[config.mk]
export PLATFORM = sky130hd
export DESIGN_NAME = map_event_unit
export DESIGN_NICKNAME = d
export VERILOG_FILES = /design/src/rtl/map_event_unit_pkg.sv /design/src/rtl/map_event_unit_tile_decode.sv /design/src/rtl/map_event_unit.sv
export SDC_FILE = /design/constraint.sdc
export NUM_CORES = 1
export LEC_CHECK = 0
export ABC_AREA = 1
export BUFFER_PORTS_ARGS = -buffer_cell sky130_fd_sc_hd__buf_2
export CAP_MARGIN = 10
export CELL_PAD_IN_SITES_DETAIL_PLACEMENT = 1
export CELL_PAD_IN_SITES_GLOBAL_PLACEMENT = 2
export CORE_MARGIN = 1.5
export CORE_UTILIZATION = 25
export DETAILED_ROUTE_END_ITERATION = 8
export PLACE_DENSITY = 0.81
export SLEW_MARGIN = 25
export SYNTH_ARGS = -nofsm -noshare
export SYNTH_HDL_FRONTEND = slang
export SYNTH_SLANG_ARGS = --single-unit
[constraint.sdc]
create_clock -name clk -period 2.2 [get_ports clk]
set_input_delay 0.11 -clock clk [delete_from_list [all_inputs] [get_ports clk]]
set_output_delay 0.11 -clock clk [all_outputs]
set_load 0.01 [all_outputs]
[src/rtl/map_event_unit_pkg.sv]
// Shared definitions for the map event unit: map geometry, tile IDs,
// event codes, FSM encoding and the cell-address helper.
package map_event_unit_pkg;

    localparam int MAP_WIDTH  = 11;
    localparam int MAP_HEIGHT = 11;

    localparam logic [15:0] TILE_FLOOR = 16'h0000;
    localparam logic [15:0] TILE_WALL  = 16'h0001;
    localparam logic [15:0] TILE_KEY   = 16'h0002;
    localparam logic [15:0] TILE_DOOR  = 16'h0003;
    localparam logic [15:0] TILE_STAIR = 16'h0004;

    typedef enum logic [2:0] {
        EVT_FLOOR       = 3'd0,
        EVT_BLOCKED     = 3'd1,
        EVT_KEY         = 3'd2,
        EVT_DOOR_OPEN   = 3'd3,
        EVT_DOOR_LOCKED = 3'd4,
        EVT_STAIR       = 3'd5
    } evt_t;

    typedef enum logic [2:0] {
        S_IDLE  = 3'd0,
        S_ADDR  = 3'd1,
        S_DATA  = 3'd2,
        S_WRITE = 3'd3,
        S_RESP  = 3'd4
    } state_t;

    function automatic logic [18:0] map_addr(input logic [3:0] x, input logic [3:0] y);
        return (19'(y) * 19'(MAP_WIDTH)) + 19'(x);
    endfunction

endpackage

[src/rtl/map_event_unit_tile_decode.sv]
// Combinational tile classifier: maps a tile ID plus the current key count
// to an event, the accept decision, a write-back request and a key delta.
module map_tile_decode
    import map_event_unit_pkg::*;
(
    input  logic [15:0]       i_tile,
    input  logic [3:0]        i_key_count,
    output evt_t              o_evt,
    output logic              o_accept,
    output logic              o_do_write,
    output logic signed [1:0] o_key_delta
);

    // Classify the tile; unknown IDs fall through to BLOCKED.
    always_comb begin
        o_evt       = EVT_BLOCKED;
        o_accept    = 1'b0;
        o_do_write  = 1'b0;
        o_key_delta = 2'sd0;
        case (i_tile)
            TILE_FLOOR: begin
                o_evt    = EVT_FLOOR;
                o_accept = 1'b1;
            end
            TILE_STAIR: begin
                o_evt    = EVT_STAIR;
                o_accept = 1'b1;
            end
            TILE_KEY: begin
                o_evt       = EVT_KEY;
                o_accept    = 1'b1;
                o_do_write  = 1'b1;
                o_key_delta = 2'sd1;
            end
            TILE_DOOR: begin
                if (i_key_count != 4'd0) begin
                    o_evt       = EVT_DOOR_OPEN;
                    o_do_write  = 1'b1;
                    o_key_delta = -2'sd1;
                end else begin
                    o_evt = EVT_DOOR_LOCKED;
                end
            end
            default: begin
                o_evt = EVT_BLOCKED;
            end
        endcase
    end

endmodule

[src/rtl/map_event_unit.sv]
// Resolves player move requests against the tile map through RAM port B,
// maintaining the key inventory and clearing consumed keys / opened doors.
module map_event_unit
    import map_event_unit_pkg::*;
(
    input  logic        clk,
    input  logic        sys_rst,
    input  logic        req_valid,
    input  logic [3:0]  req_x,
    input  logic [3:0]  req_y,
    output logic        req_ready,
    output logic [18:0] ram_addr,
    output logic        ram_we,
    output logic [15:0] ram_din,
    input  logic [15:0] ram_dout,
    output logic        resp_valid,
    output logic        resp_accept,
    output logic [3:0]  resp_x,
    output logic [3:0]  resp_y,
    output logic [2:0]  resp_evt,
    output logic        stair_pulse,
    output logic [3:0]  key_count
);

    state_t      r_state;
    logic [3:0]  r_req_x, r_req_y;
    evt_t        r_evt;
    logic        r_accept;
    logic [18:0] r_ram_addr;
    logic        r_ram_we;
    logic [15:0] r_ram_din;
    logic        r_resp_valid, r_resp_accept, r_stair_pulse, r_req_ready;
    logic [3:0]  r_resp_x, r_resp_y, r_key_count;
    evt_t        r_resp_evt;

    evt_t              w_evt;
    logic              w_accept, w_do_write, w_oob;
    logic signed [1:0] w_key_delta;
    logic [3:0]        w_key_next;

    map_tile_decode u_decode (
        .i_tile      (ram_dout),
        .i_key_count (r_key_count),
        .o_evt       (w_evt),
        .o_accept    (w_accept),
        .o_do_write  (w_do_write),
        .o_key_delta (w_key_delta)
    );

    assign w_oob = (req_x >= 4'(MAP_WIDTH)) || (req_y >= 4'(MAP_HEIGHT));

    // Next key count: pickups saturate at 15, doors only decrement when a key is held.
    always_comb begin
        w_key_next = r_key_count;
        if (w_key_delta == 2'sd1) begin
            if (r_key_count != 4'd15) begin
                w_key_next = r_key_count + 4'd1;
            end else begin
                w_key_next = r_key_count;
            end
        end else if (w_key_delta == -2'sd1) begin
            w_key_next = r_key_count - 4'd1;
        end else begin
            w_key_next = r_key_count;
        end
    end

    // Request FSM with registered RAM and response outputs.
    always_ff @(posedge clk) begin
        if (sys_rst) begin
            r_state       <= S_IDLE;
            r_req_x       <= 4'd0;
            r_req_y       <= 4'd0;
            r_evt         <= EVT_FLOOR;
            r_accept      <= 1'b0;
            r_ram_addr    <= 19'd0;
            r_ram_we      <= 1'b0;
            r_ram_din     <= 16'd0;
            r_resp_valid  <= 1'b0;
            r_resp_accept <= 1'b0;
            r_resp_x      <= 4'd0;
            r_resp_y      <= 4'd0;
            r_resp_evt    <= EVT_FLOOR;
            r_stair_pulse <= 1'b0;
            r_key_count   <= 4'd0;
            r_req_ready   <= 1'b1;
        end else begin
            r_resp_valid  <= 1'b0;
            r_stair_pulse <= 1'b0;
            r_ram_we      <= 1'b0;
            case (r_state)
                S_IDLE: begin
                    if (req_valid) begin
                        r_req_x     <= req_x;
                        r_req_y     <= req_y;
                        r_req_ready <= 1'b0;
                        if (w_oob) begin
                            r_state       <= S_RESP;
                            r_resp_valid  <= 1'b1;
                            r_resp_accept <= 1'b0;
                            r_resp_evt    <= EVT_BLOCKED;
                            r_resp_x      <= req_x;
                            r_resp_y      <= req_y;
                        end else begin
                            r_ram_addr <= map_addr(req_x, req_y);
                            r_state    <= S_ADDR;
                        end
                    end else begin
                        r_state <= S_IDLE;
                    end
                end
                S_ADDR: begin
                    r_state <= S_DATA;
                end
                S_DATA: begin
                    r_evt    <= w_evt;
                    r_accept <= w_accept;
                    if (w_do_write) begin
                        r_key_count <= w_key_next;
                        r_ram_we    <= 1'b1;
                        r_ram_din   <= TILE_FLOOR;
                        r_state     <= S_WRITE;
                    end else begin
                        r_resp_valid  <= 1'b1;
                        r_resp_accept <= w_accept;
                        r_resp_evt    <= w_evt;
                        r_resp_x      <= r_req_x;
                        r_resp_y      <= r_req_y;
                        r_stair_pulse <= (w_evt == EVT_STAIR);
                        r_state       <= S_RESP;
                    end
                end
                S_WRITE: begin
                    r_resp_valid  <= 1'b1;
                    r_resp_accept <= r_accept;
                    r_resp_evt    <= r_evt;
                    r_resp_x      <= r_req_x;
                    r_resp_y      <= r_req_y;
                    r_state       <= S_RESP;
                end
                S_RESP: begin
                    r_req_ready <= 1'b1;
                    r_state     <= S_IDLE;
                end
                default: begin
                    r_req_ready <= 1'b1;
                    r_state     <= S_IDLE;
                end
            endcase
        end
    end

    // Reset gates the write strobe so a write in flight never lands.
    assign ram_we      = r_ram_we & ~sys_rst;
    assign ram_addr    = r_ram_addr;
    assign ram_din     = r_ram_din;
    assign req_ready   = r_req_ready;
    assign resp_valid  = r_resp_valid;
    assign resp_accept = r_resp_accept;
    assign resp_x      = r_resp_x;
    assign resp_y      = r_resp_y;
    assign resp_evt    = r_resp_evt;
    assign stair_pulse = r_stair_pulse;
    assign key_count   = r_key_count;

endmodule

Word-level counts from Yosys, hierarchy flattened. Cells that the tools add are included.

Bits in registers: 54. Input bits: 27. Word-level logic and storage cells: 92.

$lt $le $gt $ge: 2. Multiplexer cells: 37. $add $sub $neg: 3. Reduce and logical (&&, ||, !) cells: 15. Eq/ne operators: 14. Bitwise operators: 5. Multipliers: 1.

Operators with widths (number): $mux 4 (9); $eq 16x2->1 const B (2); $pmux 3 s4 (2); $pmux 4 s3 (2); $mux 3 (7); $eq 16x3->1 const B (1); $logic_not 16->1 (1); $mux 1 (10); $add 8x4->9 (1); $pmux 3 s3 (1); $reduce_or 3->1 (3); $ge 4x4->1 const B (2); $mul 4x4->8 const B (1); $reduce_and 4->1 (2); $eq 3x2->1 const B (2); $ne 2x2->1 const B (3); $pmux 1 s3 (2); $add 4x1->4 const B (1); $ne 4x4->1 const B (1); $not 1->1 (4); $pmux 1 s2 (2); $pmux 2 s2 (1); $reduce_and 2->1 (2); $reduce_bool 4->1 (1); 14 further kinds (14).

Logic depth before layout (Yosys ltp). Gate-level depths: netlist of the first run.

Depth in word-level cells: 6. Gate-level depth with buffers: 14. Mapped depth without buffers: 14.

By module. Synthesis of the first run repeated with hierarchy kept, for this count alone.

Cell total of the unflattened synthesis: 405. Area total of the unflattened synthesis: 2840.2 sq um.

By module, submodules not included: map_event_unit (seq. area each 880.8 sq um, area each 2663.8 sq um, cells each 366, times used 1); map_tile_decode (seq. area each 0.0 sq um, area each 176.4 sq um, cells each 39, times used 1).

Least setup slack after synthesis of the first run. OpenSTA, ideal clock, no wires.

Path type: input to register. Start point: in req_y[0]. End point: reg r_ram_addr[7], in the netlist ram_addr[7]. Arrival: 2.205 ns. Slack: -0.123 ns. Data required time: 2.083 ns. Setup time: 0.117 ns. Stages: 13. Cell sequence: ha_1 > ha_1 > inv_1 > fa_1 > inv_1 > ha_1 > nand2_1 > o21ai_0 > nand2_1 > nand2_1 > a21oi_1 > o21ai_0 > nor2_1.

Longest elaborated chain between the ends: 4. Elaborated cells on any way between the ends: 6. Those cells by class: add/sub: 1; mul: 1; order compare: 1; bitwise: 1; reduce/logical: 2.

Ends and longest elaborated chain: start: declaration (line map_event_unit.sv:10) `input logic [3:0] req_y,`; parallel branches: the longest is 4 deep, another holds $add 8x4->9; end signal: assignment (line map_event_unit.sv:105) `r_ram_addr <= map_addr(req_x, req_y);`; end: declaration (line map_event_unit.sv:29) `logic [18:0] r_ram_addr;`.

Several ways; the timed one is not identified. A chain may end at the register's enable or synchronous reset.

Worst setup path after layout of the first run.
Start point: in req_y[0]. End point: reg r_ram_addr[8], in the netlist ram_addr[8].

Same word-level chain as after synthesis.

==> results of run 1 <==
-- timing repair --
item | 4_1_cts | 5_1_grt
hold endpoints to repair | 0 | 0
endpoints found under the setup margin | 0 | 3
gates resized for setup | 0 | 8
-- sequential cells by signal (all words and copies together), names as in the netlist, 3 cells and up --
register and flops:
r_state 3, ram_addr 9, r_evt 3, resp_y 4, r_req_y 4, resp_x 4
resp_evt 3, r_req_x 4, key_count 4
-- kinds of logic (layout without fill, tap and decap cells) --
| kind of cell | after synthesis | in the layout | share of synthesized area, % |
|---|---|---|---|
| and+or+nand+nor | 146 | 146 | 24.2 |
| buffers and inverters | 77 | 115 | 14.8 |
| AOI/OAI and AO/OA | 73 | 73 | 15.1 |
| DFF | 44 | 44 | 32.1 |
| adders and majority gates | 24 | 24 | 12.0 |
| xor gates and xnor gates | 5 | 5 | 1.60 |
| other | 1 | 26 | 0.137 |
-- routing by layer --
metal	up-vias	track usage [%]	routed length, µm
met5	-	0	0
met4	0	3.10	63
met3	7	1.94	243
met2	54	23.3	3620
met1	1175	13.9	3060
li1	1266	-	-
-- per-stage QoR --
step / cell area, µm² / TNS [ps]
floorplan: 2850 / -2.78
global placement: 3150 / -669
detailed placement: 3150 / -997
CTS: 3220 / 0
global route: 3250 / -19.9
finish: 3250 / 0
-- report_power, final --
group          internal (mW)  switching (mW)
sequential             0.861          0.0312
clock                  0.205           0.250
combinational          0.266           0.374
-- Yosys cell counts (5+ instances only) --
master,instances
nand2_1,67
dfxtp_1,44
inv_1,41
nor2_1,34
a21oi_1,32
o21ai_0,28
buf_4,26
ha_1,20
nand3_1,17
nand2_2,11
a21oi_2,7
clkbuf_1,5
nand4_1,5
-- critical path, stage by stage --
cell     delay [ps]
buf_2           110
ha_1            290
ha_1            270
inv_1            40
fa_1            490
inv_2            50
ha_4            280
nand2_1          60
nand2_1          90
nand2_1          80
nand3_2          90
a21oi_1          60
or2_0           200
a21oi_1         110
-- layout make-up --
cell class              instances  area, µm²
well taps                     140        175
clock buffers                   5       68.8
multi-input cells             274       1590
inverters                      42        158
repair buffers                 68        373
fillers                      1390       7500
flip-flops and latches         44        881
-- path summary, 6_finish.rpt --
| path | from | to | depth (start not counted) |
|---|---|---|---|
| setup / recovery | req_y[0] | ram_addr[8]$_SDFFE_PP0P_ | 14 |
| hold / removal | req_x[2] | r_req_x[2]$_SDFFE_PP0P_ | 3 |
| setup reg to reg | r_state[1]$_SDFF_PP0_ | resp_evt[0]$_SDFFE_PP0P_ | 7 |
| hold reg to reg | r_req_x[2]$_SDFFE_PP0P_ | r_req_x[2]$_SDFFE_PP0P_ | 2 |
==> results.sh, run 1 <==
export IMPL_layout_commonest_cell="nand2_1"
export IMPL_hold_path_class="primary input to flip-flop"
export IMPL_utilization_pct=30.2
export IMPL_h_tree_depth=2
export IMPL_routabilityCongestion=0.784
export IMPL_wl_per_cell_um=12.2
export IMPL_clk_latency_ps=290
export IMPL_track_usage_pct=12.2
export IMPL_start_util_pct=25.5
export IMPL_dieArea_um2=11600
export IMPL_cts_root_buf="clkbuf_8"
export IMPL_clkSinkCount=44
export IMPL_crit_type="primary input to flip-flop"
export IMPL_setup_ws_ps=80.5
export IMPL_drc=0
export IMPL_top_level_ports=82
export IMPL_synth_seq_cells=44
export IMPL_hold_violations=0
export IMPL_irDropWorstVdd_mv=0.255
export IMPL_powerDensity_nw_per_um2=612
export IMPL_tritoncts="built"
export IMPL_end_kind="flip-flop"
export IMPL_worst_pin_slew_ps=589
export IMPL_grt_pass1_vias=2456
export IMPL_via_per_inst=4.37
export IMPL_synth_cell_type_count=35
export IMPL_critPathArrivalTime_ps=2340
export IMPL_cts_buffers=5
export IMPL_dp_final_hpwl_mm=5.51
export IMPL_area_growth_pct=18.4
export IMPL_synth_seq_area_share_pct=32.1
export IMPL_vias=2502
export IMPL_stdcell_count=573
export IMPL_r2r_setup_slack_ps=390
export IMPL_ant_nets=0
export IMPL_total_power_mw=1.99
export IMPL_hold_buffers=0
export IMPL_postSynth_asyncResetShare_pct=0
export IMPL_grt_pass1_wl_mm=11.4
export IMPL_overflow=0
export IMPL_core_area_um2=10700
export IMPL_clk_pin_slew_ps=70
export IMPL_placed_cells=568
export IMPL_yosysTopAreaCell="dfxtp_1"
export IMPL_synth_avg_cell_area_um2=7.41
export IMPL_synth_flop_cell="dfxtp_1"
export IMPL_max_freq_ghz=0.472
export IMPL_synth_top_area_share_pct=32.1
export IMPL_nets=486
export IMPL_routed_wl_mm=6.99
export IMPL_diodes=0
export IMPL_critPathMaxFanout=5
export IMPL_synth_cells=370
export IMPL_postCtsSetupBuffers=0
export IMPL_finalCriticalPeriod_ps=2120
export IMPL_drive_gt1_share_pct=24.7
export IMPL_synth_edf_count=0
export IMPL_final_max_slew_viol_count=0
export IMPL_clockBufferDepth=2
export IMPL_first_iter_violations=94
export IMPL_row_count=38
export IMPL_status="complete, no violations"
export IMPL_setup_viol=0
export IMPL_die_w_um=108
export IMPL_antenna_found_initial=0
export IMPL_mostFrequentLayoutCells="nand2_1, buf_2, dfxtp_1"
export IMPL_synth_top_cells_by_area="dfxtp_1, nand2_1, ha_1, buf_4, a21oi_1"
export IMPL_synth_cell_area_um2=2740
export IMPL_yosys_warnings=0
export IMPL_holdWs_ps=141
export IMPL_final_period_utilization_pct=96.3
export IMPL_required_ps=2420
export IMPL_pre_cts_ws_ps=-262
export IMPL_die_y_um=108
export IMPL_slew_headroom_pct=60.7
export IMPL_maxCapViolCount=0
export IMPL_skew_ps=3.34
export IMPL_startpoint_type="primary input"
export IMPL_io_buffers=55
export IMPL_first_pass_iters=4
export IMPL_p_leak_nw=1.59
export IMPL_grt_max_degree=29
Note: power is estimated with default switching activity, not from simulation.
==> inputs of run 2 (changes only) <==
--- a/config.mk
+++ b/config.mk
@@ -13,7 +13,7 @@
 export CORE_MARGIN = 1.5
 export CORE_UTILIZATION = 25
 export DETAILED_ROUTE_END_ITERATION = 8
-export PLACE_DENSITY = 0.81
+export PLACE_DENSITY = 0.77
 export SLEW_MARGIN = 25
 export SYNTH_ARGS = -nofsm -noshare
 export SYNTH_HDL_FRONTEND = slang
==> results.sh, run 2 (synthesis gave the netlist of run 1 again) <==
export IMPL_reg2reg_from="r_state[1]$_SDFF_PP0_"
export IMPL_drc=0
export IMPL_grt_pass1_vias=2484
export IMPL_r2r_end="resp_evt[0]$_SDFFE_PP0P_"
export IMPL_dieArea_um2=11600
export IMPL_mostFrequentLayoutCells="nand2_1, buf_2, dfxtp_1"
export IMPL_skew_ps=5.17
export IMPL_cp_endpoint="ram_addr[6]$_SDFFE_PP0P_"
export IMPL_clkSinkCount=44
export IMPL_cp_depth=12
export IMPL_final_max_slew_viol_count=0
export IMPL_antenna_found_initial=0
export IMPL_hold_path_class="primary input to flip-flop"
export IMPL_r2r_setup_slack_ps=420
export IMPL_first_pass_iters=4
export IMPL_required_ps=2380
export IMPL_ant_nets=0
export IMPL_startpoint_type="primary input"
export IMPL_cts_root_buf="clkbuf_8"
export IMPL_area_growth_pct=19.8
export IMPL_routed_wl_mm=7.06
export IMPL_status="complete, no violations"
export IMPL_dp_final_hpwl_mm=5.59
export IMPL_io_buffers=55
export IMPL_final_period_utilization_pct=94.4
export IMPL_core_area_um2=10700
export IMPL_p_int_mw=1.38
export IMPL_top_level_ports=82
export IMPL_irDropWorstVdd_mv=0.268
export IMPL_postCtsSetupBuffers=0
export IMPL_reg2reg_depth=7
export IMPL_routabilityCongestion=0.773
export IMPL_p_sw_share_pct=32.8
export IMPL_hold_violations=0
export IMPL_start_util_pct=25.5
export IMPL_p_leak_nw=1.60
export IMPL_powerDensity_nw_per_um2=628
export IMPL_cts_buffers=5
export IMPL_die_y_um=108
export IMPL_clockBufferDepth=2
export IMPL_diodes=0
export IMPL_slowest_delay_ps=570
export IMPL_switchingPower_uw=677
export IMPL_path_buf_inv=5
export IMPL_clk_latency_ps=300
export IMPL_hold_buffers=0
export IMPL_first_iter_violations=63
export IMPL_cpMostUsedCell="inv_1"
export IMPL_wl_per_cell_um=12.3
export IMPL_total_power_mw=2.06
export IMPL_tns_ps=0
export IMPL_worst_pin_slew_ps=588
export IMPL_vias=2482
export IMPL_tritoncts="built"
export IMPL_layout_commonest_cell="nand2_1"
export IMPL_row_count=38
export IMPL_crit_path_cell_trace="buf_2, buf_4, ha_1, inv_1, fa_1, inv_1, ha_1, nand4_1, nand3_2, xor2_1, o21ai_0, inv_1"
export IMPL_end_kind="flip-flop"
export IMPL_grt_max_degree=29
export IMPL_critPathMaxFanout=5
export IMPL_nets=486
export IMPL_combPwrFrac_pct=31.0
export IMPL_die_w_um=108
export IMPL_clk_pin_slew_ps=80
export IMPL_maxCapViolCount=0
export IMPL_slew_headroom_pct=60.8
export IMPL_h_tree_depth=2
export IMPL_pre_cts_ws_ps=-267
export IMPL_grt_pass1_wl_mm=11.9
export IMPL_p_seq_share_pct=43.3
export IMPL_max_freq_ghz=0.481
export IMPL_drive_gt1_share_pct=25.5
export IMPL_crit_family="adder cells"
export IMPL_setup_viol=0
export IMPL_setup_ws_ps=123
export IMPL_track_usage_pct=12.8
export IMPL_critPathSlowestCell="fa_1"
export IMPL_utilization_pct=30.6
export IMPL_crit_start="req_y[2]"
export IMPL_clkPwrFrac_pct=25.7
export IMPL_overflow=0
export IMPL_via_per_inst=4.31
export IMPL_critPathArrivalTime_ps=2260
export IMPL_crit_type="primary input to flip-flop"
export IMPL_finalCriticalPeriod_ps=2080
export IMPL_largest_reg_flops=9
export IMPL_rsz0062_at_grt="no"
-- run 2: cell type report --
cell class	count	area, µm²
Sequential cell	44	881
Multi-Input combinational cell	274	1610
Fill cell	1379	7460
Inverter	42	158
Clock buffer	8	90.1
Tap cell	140	175
Timing Repair Buffer	68	373
-- run 2: worst min path at each step --
stage                                  startpoint                       to  slack [ps]  cells past startpoint
after CTS                             ram_dout[3]      r_ram_we$_SDFF_PP0_         140                      4
after global placement    r_req_x[3]$_SDFFE_PP0P_  r_req_x[3]$_SDFFE_PP0P_         430                      2
after global routing                     req_x[2]  r_req_x[2]$_SDFFE_PP0P_         180                      3
after detailed placement  r_req_y[1]$_SDFFE_PP0P_  r_req_y[1]$_SDFFE_PP0P_         440                      2
final                                    req_x[2]  r_req_x[2]$_SDFFE_PP0P_         150                      3
after floorplan                       ram_dout[1]      r_ram_we$_SDFF_PP0_         280                      2
-- run 2: what timing repair did --
action,CTS,global route
endpoints found under the hold margin,0,0
setup endpoints to repair,0,3
resized for setup,0,9
-- run 2: metal layers --
metal	up-vias	share of wire [%]	track usage [%]
li1	1272	-	-
met1	1150	44	15.3
met2	51	50	23.6
met3	9	3.9	2.00
met4	0	1.4	3.57
met5	-	0	0
-- run 2: power by group through the flow --
stage	Combinational (mW)	Sequential [mW]	Clock [mW]
after floorplan	0.419	0.930	0
after global placement	0.593	0.910	0
after detailed placement	0.615	0.912	0
after CTS	0.618	0.894	0.555
after global routing	0.728	0.901	0.582
final	0.639	0.892	0.530
-- run 2: stage by stage --
step           hold WS, ps  cells  cell area [µm²]
2_1_floorplan          277    395             2850
3_3_place_gp           435    568             3150
3_5_place_dp           444    568             3150
4_1_cts                144    576             3240
5_1_grt                185    576             3280
6_report               153    576             3280
-- run 2: worst register-to-register path, stage by stage, from the launching register on --
cell	delay, ps
dfxtp_1	420
nand2_2	240
nor2_2	390
nand2_4	200
nand2_4	230
nand2_1	90
nand2_1	70
nor2_1	50
==> inputs of run 3 (changes only) <==
--- a/config.mk
+++ b/config.mk
@@ -10,7 +10,7 @@
 export CAP_MARGIN = 10
 export CELL_PAD_IN_SITES_DETAIL_PLACEMENT = 1
 export CELL_PAD_IN_SITES_GLOBAL_PLACEMENT = 2
-export CORE_MARGIN = 1.5
+export CORE_MARGIN = 8
 export CORE_UTILIZATION = 25
 export DETAILED_ROUTE_END_ITERATION = 8
 export PLACE_DENSITY = 0.77
==> constraint.sdc (replaced) <==
create_clock -name clk -period 2.2 [get_ports clk]
set_input_delay 0.11 -clock clk [delete_from_list [all_inputs] [get_ports clk]]
set_output_delay 0.11 -clock clk [all_outputs]
set_load 0.05 [all_outputs]
==> results.sh, run 3 (synthesis gave the netlist of run 1 again) <==
export IMPL_vias=2471
export IMPL_maxCapViolCount=0
export IMPL_ant_nets=0
export IMPL_utilization_pct=30.3
export IMPL_via_per_inst=4.28
export IMPL_regArea_um2=881
export IMPL_grt_pass1_wl_mm=12.7
export IMPL_tritoncts="built"
export IMPL_critPathMaxFanout=5
export IMPL_hold_buffers=0
export IMPL_setup_viol=0
export IMPL_dieArea_um2=14600
export IMPL_slew_headroom_pct=62.4
export IMPL_p_sw_share_pct=39.6
export IMPL_hold_end="r_ram_we$_SDFF_PP0_"
export IMPL_p_seq_share_pct=39.4
export IMPL_p_leak_nw=1.61
export IMPL_clkPwrFrac_pct=24.3
export IMPL_mostFrequentLayoutCells="nand2_1, buf_2, dfxtp_1"
export IMPL_place_area_um2=3160
export IMPL_startpoint_type="primary input"
export IMPL_io_buffers=55
export IMPL_max_freq_ghz=0.476
export IMPL_finalInstanceArea_um2=3270
export IMPL_min_from="ram_dout[3]"
export IMPL_routabilityCongestion=0.870
export IMPL_holdWs_ps=134
export IMPL_status="complete, no violations"
export IMPL_combPwrFrac_pct=36.3
export IMPL_die_w_um=121
export IMPL_start_util_pct=25.4
export IMPL_row_count=38
export IMPL_die_y_um=121
export IMPL_drive_gt1_share_pct=24.9
export IMPL_antenna_found_initial=0
export IMPL_p_int_mw=1.37
export IMPL_area_growth_pct=19.1
export IMPL_worst_pin_slew_ps=564
export IMPL_track_usage_pct=10.5
export IMPL_crit_type="primary input to flip-flop"
export IMPL_diodes=0
export IMPL_top_level_ports=82
export IMPL_first_pass_iters=4
export IMPL_first_iter_violations=73
export IMPL_dp_final_hpwl_mm=5.99
export IMPL_final_max_slew_viol_count=0
export IMPL_clk_pin_slew_ps=90
export IMPL_drc=0
export IMPL_skew_ps=8.08
export IMPL_layout_commonest_cell="nand2_1"
export IMPL_hold_path_class="primary input to flip-flop"
export IMPL_h_tree_depth=2
export IMPL_clockBufferDepth=2
export IMPL_r2r_setup_slack_ps=440
export IMPL_nets=487
export IMPL_pre_cts_ws_ps=-255
export IMPL_reg2reg_depth=8
export IMPL_reg2reg_from="r_state[1]$_SDFF_PP0_"
export IMPL_irDropWorstVdd_mv=0.266
export IMPL_wl_per_cell_um=12.8
export IMPL_clkSinkCount=44
export IMPL_cts_buffers=5
export IMPL_holdPathStages=4
export IMPL_final_period_utilization_pct=95.6
export IMPL_r2r_end="resp_evt[0]$_SDFFE_PP0P_"
export IMPL_setup_ws_ps=97.3
export IMPL_hold_violations=0
export IMPL_grt_max_degree=29
export IMPL_finalCriticalPeriod_ps=2100
export IMPL_rsz0062_at_grt="yes"
export IMPL_nFillCells=1369
export IMPL_multiInputGateArea_um2=1570
export IMPL_powerDensity_nw_per_um2=694
export IMPL_required_ps=2430
export IMPL_cts_root_buf="clkbuf_8"
export IMPL_overflow=0
export IMPL_critPathArrivalTime_ps=2330
export IMPL_switchingPower_uw=898
export IMPL_end_kind="flip-flop"
export IMPL_routed_wl_mm=7.41
export IMPL_grt_pass1_vias=2603
export IMPL_core_area_um2=10800
export IMPL_largest_reg_flops=9
export IMPL_clk_latency_ps=300
## run 3: cell count changes in the layout (fill, tap and decap cells not counted), moves of 2 or more
cell / delta
clkinvlp_4: +2
ha_1: +2
ha_4: -2
clkbuf_1: -2
## run 3: how the worst max path moves through the flow
stage               startpoint                  endpoint  slack, ps  depth (start not counted)
CTS                   req_y[0]  ram_addr[8]$_SDFFE_PP0P_         60                         14
global route          req_y[0]  ram_addr[8]$_SDFFE_PP0P_        -20                         14
finish                req_y[0]  ram_addr[8]$_SDFFE_PP0P_        100                         14
detailed placement    req_y[0]  ram_addr[8]$_SDFFE_PP0P_       -250                         14
floorplan             req_y[0]  ram_addr[7]$_SDFFE_PP0P_         -3                         13
global placement      req_y[0]  ram_addr[7]$_SDFFE_PP0P_       -180                         14
## run 3: cell type report
class                           count  area share (%)
Clock buffer                        6            2.53
Clock inverter                      2           0.460
Inverter                           42            4.83
Multi-Input combinational cell    274            48.2
Sequential cell                    44            27.0
Tap cell                          140            5.36
Timing Repair Buffer               69            11.6
## run 3: layer usage
layer | vias up | wire length (µm) | track usage [%] | part of all wire, %
met5 | - | 0 | 0 | 0
met4 | 0 | 68 | 2.58 | 0.92
met3 | 7 | 400 | 2.66 | 5.4
met2 | 54 | 3580 | 18.4 | 48
met1 | 1137 | 3370 | 12.5 | 45
li1 | 1273 | - | - | -
## run 3: repair_timing
action / 4_1_cts / 5_1_grt
endpoints found under the setup margin: 0 / 3
gates resized for setup: 0 / 5
setup buffers: 0 / 0
## run 3: power by group through the flow
| stage | Clock, mW | Combinational (mW) | Sequential [mW] |
|---|---|---|---|
| floorplan | 0 | 0.498 | 1.06 |
| global placement | 0 | 0.805 | 0.911 |
| detailed placement | 0 | 0.823 | 0.913 |
| CTS | 0.572 | 0.826 | 0.895 |
| global route | 0.601 | 0.912 | 0.903 |
| finish | 0.550 | 0.824 | 0.894 |
## run 3: through the flow
stage | power (mW) | std cells | TNS [ps]
after floorplan | 1.56 | 395 | -2.78
after global placement | 1.72 | 569 | -706
after detailed placement | 1.74 | 569 | -1030
after CTS | 2.29 | 577 | 0
after global routing | 2.42 | 577 | -23.0
final | 2.27 | 577 | 0
## run 3: critical path: stages
cell     delay, ps
buf_2          110
ha_1           290
ha_1           270
inv_1           50
fa_1           490
inv_2           50
ha_4           280
nand2_1         60
nand2_1         70
nand2_1         70
nand3_2         90
a21oi_1         60
or2_0          210
a21oi_1        130
